<file path="config.mk">
export PLATFORM = sky130hd
export DESIGN_NAME = instruction_fetch
export DESIGN_NICKNAME = d
export VERILOG_FILES = /design/src/rtl/instruction_fetch.sv
export SDC_FILE = /design/constraint.sdc
export NUM_CORES = 1
export LEC_CHECK = 0
export BUFFER_PORTS_ARGS = -buffer_cell sky130_fd_sc_hd__clkbuf_2
export CORE_ASPECT_RATIO = 0.5
export CORE_MARGIN = 2
export CORE_UTILIZATION = 44
export CTS_BUF_LIST = sky130_fd_sc_hd__clkbuf_8
export DETAILED_ROUTE_END_ITERATION = 6
export GPL_TIMING_DRIVEN = 0
export PLACE_DENSITY = 0.72
export RECOVER_POWER = 100
export SYNTH_ARGS = -nofsm -noshare
export SYNTH_HDL_FRONTEND = slang
export SYNTH_SLANG_ARGS = --single-unit
</file>
<file path="constraint.sdc">
create_clock -name I_clk -period 4.05 [get_ports I_clk]
set_clock_uncertainty 0.05 [all_clocks]
set_input_delay 0.405 -clock I_clk [delete_from_list [all_inputs] [get_ports I_clk]]
set_output_delay 0.405 -clock I_clk [all_outputs]
set_load 0.02 [all_outputs]
</file>
<file path="src/rtl/instruction_fetch.sv">
// instruction_fetch: fetch unit with one outstanding memory read and a small instruction buffer
// Ports: I_clk/I_reset_n clock and async active-low reset; I_enable stalls fetch and pops;
//   I_branch/I_branch_target redirect the fetch PC and flush the buffer;
//   O_mem_req/O_mem_addr/I_mem_ack/I_mem_data instruction memory read handshake;
//   O_valid/O_instruction/O_pc/I_ready decoder-side buffer head.
// Macro FETCH_PREFETCH_EN: 2-entry buffer so a fetch can run while the decoder stalls;
//   undefined gives a 1-entry buffer.
module instruction_fetch #(
  parameter logic [15:0] RESET_PC = 16'h0000
) (
  input  logic        I_clk,
  input  logic        I_reset_n,
  input  logic        I_enable,
  input  logic        I_branch,
  input  logic [15:0] I_branch_target,
  output logic        O_mem_req,
  output logic [15:0] O_mem_addr,
  input  logic        I_mem_ack,
  input  logic [15:0] I_mem_data,
  output logic        O_valid,
  output logic [15:0] O_instruction,
  output logic [15:0] O_pc,
  input  logic        I_ready
);
`ifdef FETCH_PREFETCH_EN
  localparam int DEPTH = 2;
`else
  localparam int DEPTH = 1;
`endif
  localparam logic [1:0] DEP = 2'(DEPTH);
  typedef enum logic [1:0] {IDLE, REQ, DISCARD} state_t;
  state_t state_q, state_d;
  logic mem_req_q, mem_req_d;
  logic [15:0] mem_addr_q, mem_addr_d, pc_q, pc_d;
  // Entries packed {instruction, pc}; entry 0 is the head and the buffer shifts down on pop.
  logic [32*DEPTH-1:0] buf_q, buf_d;
  logic [DEPTH-1:0] vld_q, vld_d;
  logic [1:0] cnt, occ;
  logic ack, pop, push;
  assign ack = I_mem_ack && state_q != IDLE;
  assign pop = vld_q[0] && I_ready && I_enable;
  assign push = ack && state_q == REQ && !I_branch;
  // occ is the fill level once this cycle's pop has taken effect.
  always_comb begin
    cnt = '0;
    for (int i = 0; i < DEPTH; i++) cnt = cnt + 2'(vld_q[i]);
    occ = cnt - 2'(pop);
  end
  always_comb begin
    state_d = state_q;
    mem_req_d = mem_req_q;
    mem_addr_d = mem_addr_q;
    pc_d = I_branch ? I_branch_target : pc_q;
    case (state_q)
      IDLE: if (I_enable && !I_branch && occ < DEP) begin
        state_d = REQ;
        mem_req_d = 1'b1;
        mem_addr_d = pc_q;
      end
      REQ: if (ack) begin
        if (!I_branch) pc_d = pc_q + 16'd1;
        if (I_enable && !I_branch && occ + 2'd1 < DEP) mem_addr_d = pc_q + 16'd1;
        else begin
          state_d = IDLE;
          mem_req_d = 1'b0;
        end
      end else if (I_branch) state_d = DISCARD;
      DISCARD: if (ack) begin
        state_d = IDLE;
        mem_req_d = 1'b0;
      end
      default: begin
        state_d = IDLE;
        mem_req_d = 1'b0;
      end
    endcase
  end
  always_comb begin
    buf_d = pop ? buf_q >> 32 : buf_q;
    vld_d = pop ? vld_q >> 1 : vld_q;
    for (int i = 0; i < DEPTH; i++)
      if (push && occ == 2'(i)) begin
        buf_d[32*i +: 32] = {I_mem_data, mem_addr_q};
        vld_d[i] = 1'b1;
      end
    if (I_branch) vld_d = '0;
  end
  always_ff @(posedge I_clk or negedge I_reset_n)
    if (!I_reset_n) begin
      state_q <= IDLE;
      mem_req_q <= 1'b0;
      mem_addr_q <= RESET_PC;
      pc_q <= RESET_PC;
      buf_q <= {DEPTH{16'h0000, RESET_PC}};
      vld_q <= '0;
    end else begin
      state_q <= state_d;
      mem_req_q <= mem_req_d;
      mem_addr_q <= mem_addr_d;
      pc_q <= pc_d;
      buf_q <= buf_d;
      vld_q <= vld_d;
    end
  assign O_mem_req = mem_req_q;
  assign O_mem_addr = mem_addr_q;
  assign O_valid = vld_q[0];
  assign O_instruction = buf_q[31:16];
  assign O_pc = buf_q[15:0];
endmodule

</file>
# Word-level counts from Yosys, hierarchy flattened
# Cells that the tools add are included.
# Widths: inputs -> output; s select.
dict set report totals {
  reg_bits 68
}
dict set report op_classes {
  add_sub_neg 3
  order_cmp 2
  n_eq_ne 9
  muxes 24
  n_reduce_logical 19
}
# cell n
set op_table {}
lappend op_table {{$mux 16} 7}
lappend op_table {{$mux 32} 2}
lappend op_table {{$pmux 16 s2} 1}
lappend op_table {{$add 16x1->16 const B} 1}
lappend op_table {{$reduce_and 4->1} 3}
lappend op_table {{$mux 2} 5}
lappend op_table {{$logic_and 1x1->1} 9}
lappend op_table {{$ne 2x2->1 const B} 4}
lappend op_table {{$mux 1} 7}
lappend op_table {{$ne 3x3->1 const B} 2}
lappend op_table {{$pmux 2 s3} 1}
lappend op_table {{$reduce_bool 2->1} 3}
lappend op_table {{$logic_not 2->1} 2}
lappend op_table {{$lt 2x1->1 const B} 2}
lappend op_table {{$pmux 1 s3} 1}
lappend op_table {{$reduce_bool 3->1} 1}
lappend op_table {{$add 2x1->2 const B} 1}
lappend op_table {{$eq 2x1->1 const B} 1}
lappend op_table {{$eq 2x2->1 const B} 1}
lappend op_table {{$ne 2x1->1 const B} 1}
lappend op_table {{$sub 1x1->2} 1}
lappend op_table {{$logic_not 1->1} 1}

# Logic depth before layout (Yosys ltp)
dict set report logic_depth {
  word_depth 9
  mapped_depth 9
}

# Worst setup path after synthesis
# OpenSTA, ideal clock, no wires.
dict set report synth_timing {
  path_kind {register -> register}
  startpoint {register vld_q (netlist: O_valid)}
  endpoint {register buf_q[10]}
  setup_time_ps 83
  arrival_ps 2000
  slack_ps 1918
  path_stages_with_launch 10
  path_buffers 3
  synth_period_minus_slack_ps 2132
  path_cell_list {dfrtp_1 nand3_1 clkbuf_1 inv_1 ha_1 nor3b_1 buf_2 buf_2 nand2_1 o21ai_0}
}
dict set report synth_between {
  elab_chain_cells 6
  word_cells_on_any_way 7
  cone_classes {add/sub (1); mux (1); reduce/logical (5)}
}
# item line
set synth_rtl {}
lappend synth_rtl {{start, declared} 37} ;# logic [DEPTH-1:0] vld_q, vld_d;
lappend synth_rtl {{start signal, assigned} 102} ;# vld_q <= vld_d;
lappend synth_rtl {{$logic_and 1x1->1 (2 in series)} 41} ;# assign pop = vld_q[0] && I_ready && I_enable;
lappend synth_rtl {{$sub 1x1->2} 47} ;# occ = cnt - 2'(pop);
lappend synth_rtl {{$logic_not 2->1} 82} ;# if (push && occ == 2'(i)) begin
lappend synth_rtl {{$logic_and 1x1->1} 82}
lappend synth_rtl {{$mux 32 / $reduce_bool 2->1 (equally long branches)} -}
lappend synth_rtl {{end signal, assigned} 94} ;# buf_q <= {DEPTH{16'h0000, RESET_PC}};
lappend synth_rtl {{end signal, assigned} 101} ;# buf_q <= buf_d;
lappend synth_rtl {{end, declared} 36} ;# logic [32*DEPTH-1:0] buf_q, buf_d;
# Parallel ways exist; a longest one is shown, timed or not.
# A chain may end at the register's enable or synchronous reset.

# Final worst setup path
dict set report layout_timing {
  startpoint {register vld_q (netlist: O_valid)}
  endpoint {register buf_q[29]}
}
# The elaborated chain is that of the path after synthesis.

==> summary.md <==
| Metric | Value |
|---|---|
| Filler Cells Inserted | 719 |
| Post-synthesis sequential area ratio | 0.504 |
| Post-synth EDFFs | 0 |
| RSZ-0062 raised after global routing | no |
| Detailed Route WL | 8.19 mm |
| Initial antenna violation count | 0 |
| Worst Path Max Fanout | 10 |
| Synth Cell Area | 3370 um^2 |
| Min-delay src | I_mem_data[11] |
| Worst R2R Path Depth | 9 |
| CP max-delay cell | clkbuf_1 |
| PortBufs | 86 |
| Hold path cells | 3 |
| Most frequent cells in the layout | nand2_1 (86), clkbuf_1 (69), dfrtp_1 (68), o21ai_0 (42), clkbuf_2 (38) |
| Die area | 8430 um^2 |
| GP Congestion | 0.816 |
| Reg2reg end | buf_q[29] |
| Period utilisation layout | 0.693 |
| Max Root-Sink Buffers | 2 |
| Number of H-tree levels | 3 |
| Top Ports | 88 |
| Async set-reset flop share out of synthesis | 1.00 |
| Layout cells sized above 1 | 0.153 |
| Crit path max-delay family | buffers and inverters |
| Layout Area Growth over Synthesis | 19.1% |
| Yosys warnings | 0 |
| Inserted Clock Buffers | 9 |
| Post-synthesis cell type count | 38 |
| Slowest stage delay, CP | 0.41 ns |
| Slew Viols, Final | 0 |
| Most frequent CP cell | clkbuf_1 |
| Drt first pass iters | 5 |
| Worst Tran Pin Value | 1.35 ns |
| Worst-path clk slew | 0.07 ns |
| Static Leakage | 1.70 nW |
| Largest net degree at the start of global routing | 57 |
| Routed WL per cell | 14.4 um |
| Relative slew slack | 0.103 |
| Clock tree sinks | approximately 70 |
| WP data arrival | 3.02 ns |
| Cell Rows | 22 |
| CTS tree | done |
| Antenna fix cells | 0 |
| Critical Path End Type | flop |
| Final hold vios | 0 |
| Synthesized flop and latch total | 68 |
| Core box area | 7380 um^2 |
| Post-DRT Antenna Nets | 0 |
| Vias in the first global route | 2674 |
| CP Class | reg2reg |
| Reg2reg start | O_valid |
| GRT Residual Overflow | 0 |
| Clk Latency, worst-skew pair | approximately 0.35 ns |
| Top_reg_cell synth | dfrtp_1 |
| Worst IR drop on VDD | just over 0.2 mV |
| Setup bufs post-CTS | 0 |
| Syn Nets | 408 |
| Fmax | 356 MHz |
| CP required | 4.27 ns |
| Mean Syn Cell Area | 9.17 um^2 |
| Tmin final | between 2 and 3 ns |
| Vias | 2850 |
| Die X-Extent | 128 um |
| Pre-CTS setup slack | 1.41 ns |
| Fin nets | 507 |
| 1st-iter DRT viols | 169 |
| R2R Setup Slk | 1.24 ns |
| Buf/Inv on CP | 4 |
| First-pass GRT wire length | between 10 and 15 mm |
| Hold Path End | buf_q[27] |
| Die H | approximately 66 um |
| Initial Util | 0.457 |
| Maxcap violations | 0 |
| Setup crit start kind | flop |
| Most common cell after layout, fill and taps aside | nand2_1 |
| Post-CTS resize count | 0 |
| Final sum of negative setup slack | 0 ns |
| All-Layer GR Usage | 0.206 |
| DP Wirelength | 5.95 mm |
| Hold Path Class | in2reg |
| Final WS setup | 1.24 ns |
| Pwr Density | 563 nW/um^2 |
| Root buffer cell | clkbuf_8 |
| Via density | around 5.0 |
| Outcome | finished clean |
| Critical-path cell list | nand3_1 -> clkbuf_1 -> inv_1 -> ha_1 -> nor3b_1 -> clkbuf_1 -> clkbuf_1 -> nand2_1 -> o21ai_0 |
| Cell count after synthesis | approximately 370 |
| Final setup fails | 0 |
| Post-route DRC | 0 |
-- how the worst max path moves through the flow --
stage | endpoint | slack [ns] | from | depth (start not counted)
after floorplan | buf_q[10] | 1.92 | O_valid | 9
after CTS | buf_q[23] | 1.53 | O_valid | 9
final | buf_q[29] | 1.24 | O_valid | 9
after global routing | buf_q[16] | 0.96 | O_valid | 9
after global placement | buf_q[29] | 1.41 | I_enable | 10
after detailed placement | buf_q[23] | 1.41 | I_enable | 10
-- report_power, final --
part	switching [mW]	total [mW]	internal (mW)
clock network	0.252	0.566	0.313
registers	0.134	1.01	0.871
logic	0.488	0.691	0.202
-- cell usage after synthesis (4+ instances only) --
cell type / instances / area (um^2)
a21oi_1: 17 / 85.1
a31oi_1: 5 / 31.3
buf_2: 16 / 80.1
clkbuf_1: 8 / 30.0
dfrtp_1: 68 / 1700
inv_1: 5 / 18.8
nand2_1: 86 / 323
nand2b_1: 4 / 25.0
nand3_1: 6 / 30.0
nand4_1: 7 / 43.8
nor2_1: 23 / 86.3
nor3_1: 9 / 45.0
nor4_2: 8 / 100
o21ai_0: 38 / 190
o21ai_1: 9 / 45.0
xnor2_1: 22 / 193
xor2_1: 4 / 35.0
-- per-stage QoR --
step | hold WS [ns] | instances | power (mW) | utilization | instance area [um^2]
2_1_floorplan | 0.0594 | 368 | 1.46 | - | 3370
3_3_place_gp | 0.441 | 550 | 1.74 | 0.532 | 3930
3_5_place_dp | 0.249 | 551 | 1.77 | 0.536 | 3960
4_1_cts | 0.189 | 568 | 2.34 | 0.565 | 4170
5_1_grt | 0.208 | 568 | 2.40 | 0.545 | 4020
6_report | 0.206 | 568 | 2.26 | 0.545 | 4020
-- what timing repair did --
item                                   CTS  global route
setup endpoints to repair                0             0
hold buffers                             1             0
endpoints found under the hold margin   12             0
-- sequential cells by signal (all words and copies together), names as in the netlist --
signal      count
O_mem_addr     16
O_mem_req       1
O_valid         1
buf_q          32
pc_q           16
state_q         2
-- layout make-up --
cell class / instances / area, um^2 / share of cell area
sequential: 68 / 1700 / 0.424
inverter: 5 / 18.8 / 0.00467
multi-input combinational: 267 / 1470 / 0.367
buffer: 28 / 120 / 0.0299
tap: 96 / 120 / 0.0299
clock inverter: 5 / 50.0 / 0.0125
clock buffer: 11 / 151 / 0.0377
timing repair buffer: 88 / 382 / 0.0950
-- tightest hold or removal path, delay by kind of cell --
| family | cells | cell delay, ns |
|---|---|---|
| compound gates | 1 | 0.06 |
| buf+inv | 1 | 0.07 |
| simple gates | 1 | 0.03 |
-- kinds of logic after synthesis --
family	synth area share
flip-flops	0.504
AO/OA/AOI/OAI	0.122
multiplexers	0.00593
AND/OR/NAND/NOR	0.247
XOR/XNOR	0.0675
adder cells (fa/ha/maj)	0.00741
buffers and inverters	0.0456
-- layer usage --
| layer | track usage | wire length (um) |
|---|---|---|
| met2 | 0.315 | 3600 |
| met4 | 0.0824 | 116 |
| met1 | 0.280 | 4080 |
| met5 | 0 | 0 |
| met3 | 0.0542 | 395 |
Power figures use the tool's default switching activity.
